**src/rtl/stepper_pkg.sv**
```systemverilog
// Shared definitions for the stepper axis: FSM state encoding and default widths.
package stepper_pkg;

  localparam int DEF_STEP_W = 32;
  localparam int DEF_PER_W  = 32;

  typedef enum logic [1:0] {
    S_IDLE = 2'd0,
    S_HI   = 2'd1,
    S_LO   = 2'd2,
    S_HOLD = 2'd3
  } state_t;

endpackage

```
**src/rtl/stepper_ramp.sv**
```systemverilog
// Speed ramp for the stepper axis: owns the current half-period, the count of
// accelerating steps and the phase timer that strobes phase_end.
module stepper_ramp
  import stepper_pkg::*;
#(
  parameter int STEP_W = DEF_STEP_W,
  parameter int PER_W  = DEF_PER_W
) (
  input  logic              clk,
  input  logic              rst,
  input  logic              load,
  input  logic              run,
  input  logic              advance,
  input  logic              step_done,
  input  logic              decel,
  input  logic [PER_W-1:0]  per_start,
  input  logic [PER_W-1:0]  per_cruise,
  input  logic [PER_W-1:0]  accel,
  output logic [STEP_W-1:0] ramp_cnt,
  output logic              phase_end
);

  logic [PER_W-1:0] cur_per;
  logic [PER_W-1:0] top_per;
  logic [PER_W-1:0] cruise_per;
  logic [PER_W-1:0] acc_per;
  logic [PER_W-1:0] cnt;
  logic [PER_W-1:0] eff_per;
  logic [PER_W-1:0] per_dn;
  logic [PER_W-1:0] per_up;

  // Faster: subtract without wrapping below zero, never below cruise.
  function automatic logic [PER_W-1:0] ramp_down(input logic [PER_W-1:0] cur,
                                                 input logic [PER_W-1:0] dec,
                                                 input logic [PER_W-1:0] floor);
    if (cur > dec && (cur - dec) > floor) return cur - dec;
    return floor;
  endfunction

  // Slower: add with one guard bit, never above the start half-period.
  function automatic logic [PER_W-1:0] ramp_up(input logic [PER_W-1:0] cur,
                                               input logic [PER_W-1:0] inc,
                                               input logic [PER_W-1:0] ceil);
    logic [PER_W:0] sum;
    sum = {1'b0, cur} + {1'b0, inc};
    if (sum > {1'b0, ceil}) return ceil;
    return sum[PER_W-1:0];
  endfunction

  assign eff_per   = (cur_per == '0) ? PER_W'(1) : cur_per;
  assign phase_end = (cnt >= eff_per);
  assign per_dn    = ramp_down(cur_per, acc_per, cruise_per);
  assign per_up    = ramp_up(cur_per, acc_per, top_per);

  always_ff @(posedge clk) begin
    if (rst) begin
      cur_per    <= '0;
      top_per    <= '0;
      cruise_per <= '0;
      acc_per    <= '0;
      ramp_cnt   <= '0;
      cnt        <= '0;
    end else if (load) begin
      top_per    <= (per_start > per_cruise) ? per_start : per_cruise;
      cur_per    <= (per_start > per_cruise) ? per_start : per_cruise;
      cruise_per <= per_cruise;
      acc_per    <= accel;
      ramp_cnt   <= '0;
      cnt        <= PER_W'(1);
    end else begin
      if (advance) cnt <= PER_W'(1);
      else if (run) cnt <= cnt + PER_W'(1);
      if (step_done) begin
        if (decel) begin
          cur_per <= per_up;
        end else begin
          cur_per <= per_dn;
          if (per_dn < cur_per) ramp_cnt <= ramp_cnt + STEP_W'(1);
        end
      end
    end
  end

endmodule

```
**src/rtl/stepper_axis.sv**
```systemverilog
// Single-axis step/dir generator with trapezoidal ramp, endstops, homing and abort.
module stepper_axis
  import stepper_pkg::*;
#(
  parameter int STEP_W = DEF_STEP_W,
  parameter int PER_W  = DEF_PER_W
) (
  input  logic                     clk,
  input  logic                     rst,
  input  logic                     start,
  input  logic                     home_mode,
  input  logic [STEP_W-1:0]        step_cmd,
  input  logic [PER_W-1:0]         per_cruise,
  input  logic [PER_W-1:0]         per_start,
  input  logic [PER_W-1:0]         accel,
  input  logic                     lim_min,
  input  logic                     lim_max,
  output logic                     step,
  output logic                     dir,
  output logic                     busy,
  output logic                     done,
  output logic                     limit_hit,
  output logic signed [STEP_W-1:0] remaining,
  output logic signed [STEP_W-1:0] pos
);

  localparam logic signed [STEP_W-1:0] ONE = STEP_W'(1);

  state_t                   state;
  logic                     home;
  logic                     blocked;
  logic                     blocked_cmd;
  logic                     accept;
  logic                     in_move;
  logic                     phase_end;
  logic                     step_done;
  logic                     decel;
  logic signed [STEP_W-1:0] pos_next;
  logic signed [STEP_W-1:0] rem_next;
  logic [STEP_W-1:0]        rem_mag;
  logic [STEP_W-1:0]        ramp_cnt;

  assign blocked     = (lim_min & dir) | (lim_max & ~dir);
  assign blocked_cmd = (lim_min & step_cmd[STEP_W-1]) | (lim_max & ~step_cmd[STEP_W-1]);
  assign accept      = (state == S_IDLE) & start & ~blocked_cmd &
                       ((step_cmd != '0) | home_mode);
  assign in_move     = (state == S_HI) | (state == S_LO);
  assign step_done   = (state == S_LO) & start & ~blocked & phase_end;

  assign pos_next = dir ? (pos - ONE) : (pos + ONE);
  assign rem_next = home ? remaining : (dir ? (remaining + ONE) : (remaining - ONE));
  assign rem_mag  = rem_next[STEP_W-1] ? -rem_next : rem_next;
  // Decelerate once the steps left fit inside the distance spent accelerating.
  assign decel    = ~home & (rem_mag <= ramp_cnt);

  stepper_ramp #(
    .STEP_W (STEP_W),
    .PER_W  (PER_W)
  ) u_ramp (
    .clk        (clk),
    .rst        (rst),
    .load       (accept),
    .run        (in_move),
    .advance    (in_move & phase_end),
    .step_done  (step_done),
    .decel      (decel),
    .per_start  (per_start),
    .per_cruise (per_cruise),
    .accel      (accel),
    .ramp_cnt   (ramp_cnt),
    .phase_end  (phase_end)
  );

  always_ff @(posedge clk) begin
    if (rst) begin
      state     <= S_IDLE;
      step      <= 1'b0;
      dir       <= 1'b0;
      busy      <= 1'b0;
      done      <= 1'b0;
      limit_hit <= 1'b0;
      remaining <= '0;
      pos       <= '0;
      home      <= 1'b0;
    end else begin
      done <= 1'b0;
      case (state)
        S_IDLE: begin
          if (accept) begin
            state     <= S_HI;
            step      <= 1'b1;
            busy      <= 1'b1;
            dir       <= step_cmd[STEP_W-1];
            home      <= home_mode;
            remaining <= step_cmd;
            limit_hit <= 1'b0;
          end
        end
        S_HI: begin
          if (!start) begin
            state <= S_IDLE;
            step  <= 1'b0;
            busy  <= 1'b0;
          end else if (blocked) begin
            // The pulse already out is counted as a completed step.
            state     <= S_HOLD;
            step      <= 1'b0;
            busy      <= 1'b0;
            done      <= 1'b1;
            limit_hit <= 1'b1;
            remaining <= rem_next;
            pos       <= home ? '0 : pos_next;
          end else if (phase_end) begin
            state <= S_LO;
            step  <= 1'b0;
          end
        end
        S_LO: begin
          if (!start) begin
            state <= S_IDLE;
            busy  <= 1'b0;
          end else if (blocked) begin
            state     <= S_HOLD;
            busy      <= 1'b0;
            done      <= 1'b1;
            limit_hit <= 1'b1;
            if (home) pos <= '0;
          end else if (phase_end) begin
            pos       <= pos_next;
            remaining <= rem_next;
            if (!home && rem_next == '0) begin
              state <= S_HOLD;
              busy  <= 1'b0;
              done  <= 1'b1;
            end else begin
              state <= S_HI;
              step  <= 1'b1;
            end
          end
        end
        S_HOLD: begin
          if (!start) state <= S_IDLE;
        end
        default: state <= S_IDLE;
      endcase
    end
  end

endmodule

```
**config.mk**
```make
export PLATFORM = sky130hd
export DESIGN_NAME = stepper_axis
export DESIGN_NICKNAME = d
export VERILOG_FILES = /design/src/rtl/stepper_pkg.sv /design/src/rtl/stepper_ramp.sv /design/src/rtl/stepper_axis.sv
export SDC_FILE = /design/constraint.sdc
export NUM_CORES = 1
export LEC_CHECK = 0
export BUFFER_PORTS_ARGS = -buffer_cell sky130_fd_sc_hd__buf_2
export CORE_AREA = 2 2 267 269
export DETAILED_ROUTE_END_ITERATION = 6
export DIE_AREA = 0 0 269 271
export PLACE_DENSITY = 0.58
export SLEW_MARGIN = 40
export SYNTH_ARGS = -nofsm -noshare
export SYNTH_HDL_FRONTEND = slang
export SYNTH_HIERARCHICAL = 1
export SYNTH_SLANG_ARGS = --single-unit
```
**constraint.sdc**
```tcl
create_clock -name clk -period 16.8 [get_ports clk]
set_input_delay 1.68 -clock clk [delete_from_list [all_inputs] [get_ports clk]]
set_output_delay 1.68 -clock clk [all_outputs]
set_load 0.01 [all_outputs]
```
==> flow_metrics.env <==
export IMPL_synthTopCellsByCount="324 x nor2_1, 323 x ha_1, 289 x inv_1, 282 x a21oi_1, 264 x dfxtp_1"
export IMPL_final_setup_skew_ns=0.0294
export IMPL_rsz0062_at_grt="false"
export IMPL_vias=23100
export IMPL_cp_slowest_cell="nor3_1"
export IMPL_synth_edff_count=0
export IMPL_tns_ns=0
export IMPL_ios=203
export IMPL_hp_class="reg2reg"
export IMPL_netlist_area_leader_share=0.217
export IMPL_crit_buf_inv=5
export IMPL_clk_pin_slew_ns=0.06
export IMPL_ff2ff_setup_slack_ns=7.85
export IMPL_layout_drive_gt1_share=0.117
export IMPL_cts_resized=0
export IMPL_critPathMaxStageDelay_ns=0.49
export IMPL_synthCells=3134
export IMPL_wl_met2_um=38700
export IMPL_cp_data_required_time_ns=17.28
export IMPL_ys_top_cells_by_area="dfxtp_1 22%, ha_1 17%, a21oi_1 5.8%"
export IMPL_power_leakage_nw=11.9
export IMPL_hold_buffers=0
export IMPL_ys_seq_elements=264
export IMPL_vias_per_cell=5.45
export IMPL_grt_pass1_vias=22100
export IMPL_status="complete, no violations"
export IMPL_rr_startpoint="dir"
export IMPL_final_setup_viol_count=0
export IMPL_wl_per_cell_um=19.9
export IMPL_vdd_drop_max_uv=125
export IMPL_fmax_ghz=0.112
export IMPL_worst_path_stages=36
export IMPL_drt_iter0_drc=1821
export IMPL_wl_met1_um=37600
export IMPL_ys_types=98
export IMPL_cpMostUsedCell="a21oi_1"
export IMPL_yosysSeqAreaShare=0.217
export IMPL_crit_end="u_ramp/ramp_cnt[18]"
export IMPL_grt_overflow=0
export IMPL_clockBufferDepth=3
export IMPL_ys_flop_type="dfxtp_1"
export IMPL_final_util=0.396
export IMPL_top_layer="met5"
export IMPL_worstSkewPairLatency_ns=0.57
export IMPL_yosysWarningCount=6
export IMPL_synth_avg_cell_area_sq_um=7.78
export IMPL_fp_dieW_um=269
export IMPL_cts_tree="yes"
export IMPL_fin_ws_ns=7.85
export IMPL_final_max_slew_viol_count=0
export IMPL_antenna_found_initial=13
export IMPL_powerDensity_nw_per_um2=159
export IMPL_dp_slack_ns=8.03
export IMPL_syn_num_nets=3595
export IMPL_end_kind="flip-flop"
export IMPL_hold_violations=0
export IMPL_portBuffers=202
export IMPL_crit_start="dir"
export IMPL_h_tree_depth=2
export IMPL_area_delta_synth_final_pct=13.2
export IMPL_wl_um=84200
export IMPL_final_cells=4241
export IMPL_grt_max_degree=70
export IMPL_cts_sinks=264
export IMPL_drc_errors=0
export IMPL_cts_buffers=36
export IMPL_dp_cells=4174
export IMPL_dpl_hpwl_um=65700
export IMPL_chipHeight_um=271
export IMPL_r2r_worst_path_cells=36
export IMPL_max_slew_margin_rel=0.426
export IMPL_post_route_min_period_ns=8.95
export IMPL_gr_usage_all_layers=0.226
export IMPL_dieArea_sq_um=72900
export IMPL_start_kind="flip-flop"
export IMPL_core_sq_um=69800
export IMPL_crit_type="reg2reg"
export IMPL_yosys_area_top_type="dfxtp_1"
export IMPL_cp_top_family="simple AND/OR/NAND/NOR gates"
export IMPL_async_reset_ff_frac=0
export IMPL_rows=97
export IMPL_postCtsSetupBuffers=0
export IMPL_cts_root_buffer="clkbuf_16"
export IMPL_synth_most_common_cell="nor2_1"
export IMPL_first_pass_iters=5
export IMPL_tightestPinTransition_ns=0.851
export IMPL_finalWeightedCongestion=0.922
export IMPL_crit_fanout=41
export IMPL_cp_arrival_ns=9.42
export IMPL_finalCritPeriodShare=0.533
export IMPL_synth_area_sq_um=24400
export IMPL_grt_pass1_wl_um=129000
export IMPL_met3WireLength_um=5070
export IMPL_ant_nets=0
export IMPL_worstReg2RegEnd="u_ramp/ramp_cnt[18]"
export IMPL_initial_core_util=0.349
export IMPL_drv_cap=0
export IMPL_nets=3733
==> flip-flops by register name (all words and copies together) (netlist names), 2 cells and up <==
register           cells
pos                   32
remaining             32
u_ramp/acc_per        32
u_ramp/cnt            32
u_ramp/cruise_per     32
u_ramp/cur_per        32
u_ramp/ramp_cnt       32
u_ramp/top_per        32
state                  2
==> where the power goes <==
group / internal, mW / leakage (nW) / switching (mW)
registers: 0.677 / 2.15 / 0.0709
logic: 1.11 / 9.17 / 1.70
clock network: 0.506 / 0.618 / 0.327
total: 2.29 / 11.9 / 2.10
==> cells in the final DEF (no fill, tap or decap), types with 22 or more instances in the layout <==
cell type  synthesis  routed
mux2i_1          124     124
xor2_1            74      74
buf_4              7      30
nand2b_1          31      31
a211oi_1          52      52
mux2_2            36      36
nor3_1            40      40
nand2_1          192     192
o211ai_1          33      33
nor2b_1           37      37
clkbuf_16          0      36
a21oi_1          282     281
nor2_1           324     323
a21boi_0          22      22
inv_1            289     288
and3_1            30      30
or3_1             26      25
nand3_1           62      62
a22oi_1           26      26
a21o_1            74      74
dfxtp_1          264     263
nor4_1            29      28
o21a_1            28      28
xnor2_1          110     110
ha_1             323     322
o21ai_0          147     144
buf_2             26     201
a31oi_1           28      28
nand4_1           73      73
==> worst register-to-register path, delay by kind of cell, from the launching register on <==
family	cells	cell delay, ns
and+or+nand+nor	12	3.13
buffers and inverters	5	1.42
AOI/OAI and AO/OA	16	3.06
adders and majority gates	2	0.74
DFF	1	0.31
xor gates and xnor gates	1	0.18
==> metal layers <==
metal / track usage / up-vias
met5: 0 / -
met4: 0.0763 / 22
met3: 0.0414 / 161
met2: 0.370 / 638
met1: 0.298 / 10800
li1: - / 11500
==> cells by family after synthesis <==
family                   after synthesis  share of synthesized area
AO/OA/AOI/OAI                        856                      0.229
XOR/XNOR                             184                     0.0661
adder cells (fa/ha/maj)              327                      0.169
buffers and inverters                428                     0.0684
flip-flops                           264                      0.217
multiplexers                         162                     0.0684
AND/OR/NAND/NOR                      913                      0.182
==> layout make-up <==
type	count	area (sq um)
fill	7326	42200
multi-input combinational	2442	17500
sequential	264	5290
timing repair buffer	234	1260
tap	940	1180
inverter	294	1110
clock buffer	53	1070
clock inverter	12	181
antenna	2	5.00
==> worst min-delay path by stage <==
stage                        start                   to  slack [ns]  cells past startpoint
2_1_floorplan  u_ramp/ramp_cnt[31]  u_ramp/ramp_cnt[31]        0.45                      2
3_3_place_gp               pos[31]              pos[31]        0.47                      2
3_5_place_dp               pos[31]              pos[31]        0.48                      2
4_1_cts         u_ramp/top_per[17]   u_ramp/top_per[17]        0.49                      2
5_1_grt                    pos[31]              pos[31]        0.51                      2
6_report        u_ramp/top_per[17]   u_ramp/top_per[17]        0.48                      2
==> per-stage QoR <==
| stage | power [mW] | hold WS (ns) | instance area [sq um] |
|---|---|---|---|
| finish | 4.39 | 0.484 | 27600 |
| global route | 4.76 | 0.507 | 27600 |
| CTS | 4.38 | 0.486 | 27600 |
| detailed placement | 3.51 | 0.476 | 26300 |
| global placement | 3.51 | 0.466 | 26300 |
| floorplan | 2.74 | 0.446 | 24400 |
Power figures use the tool's default switching activity.
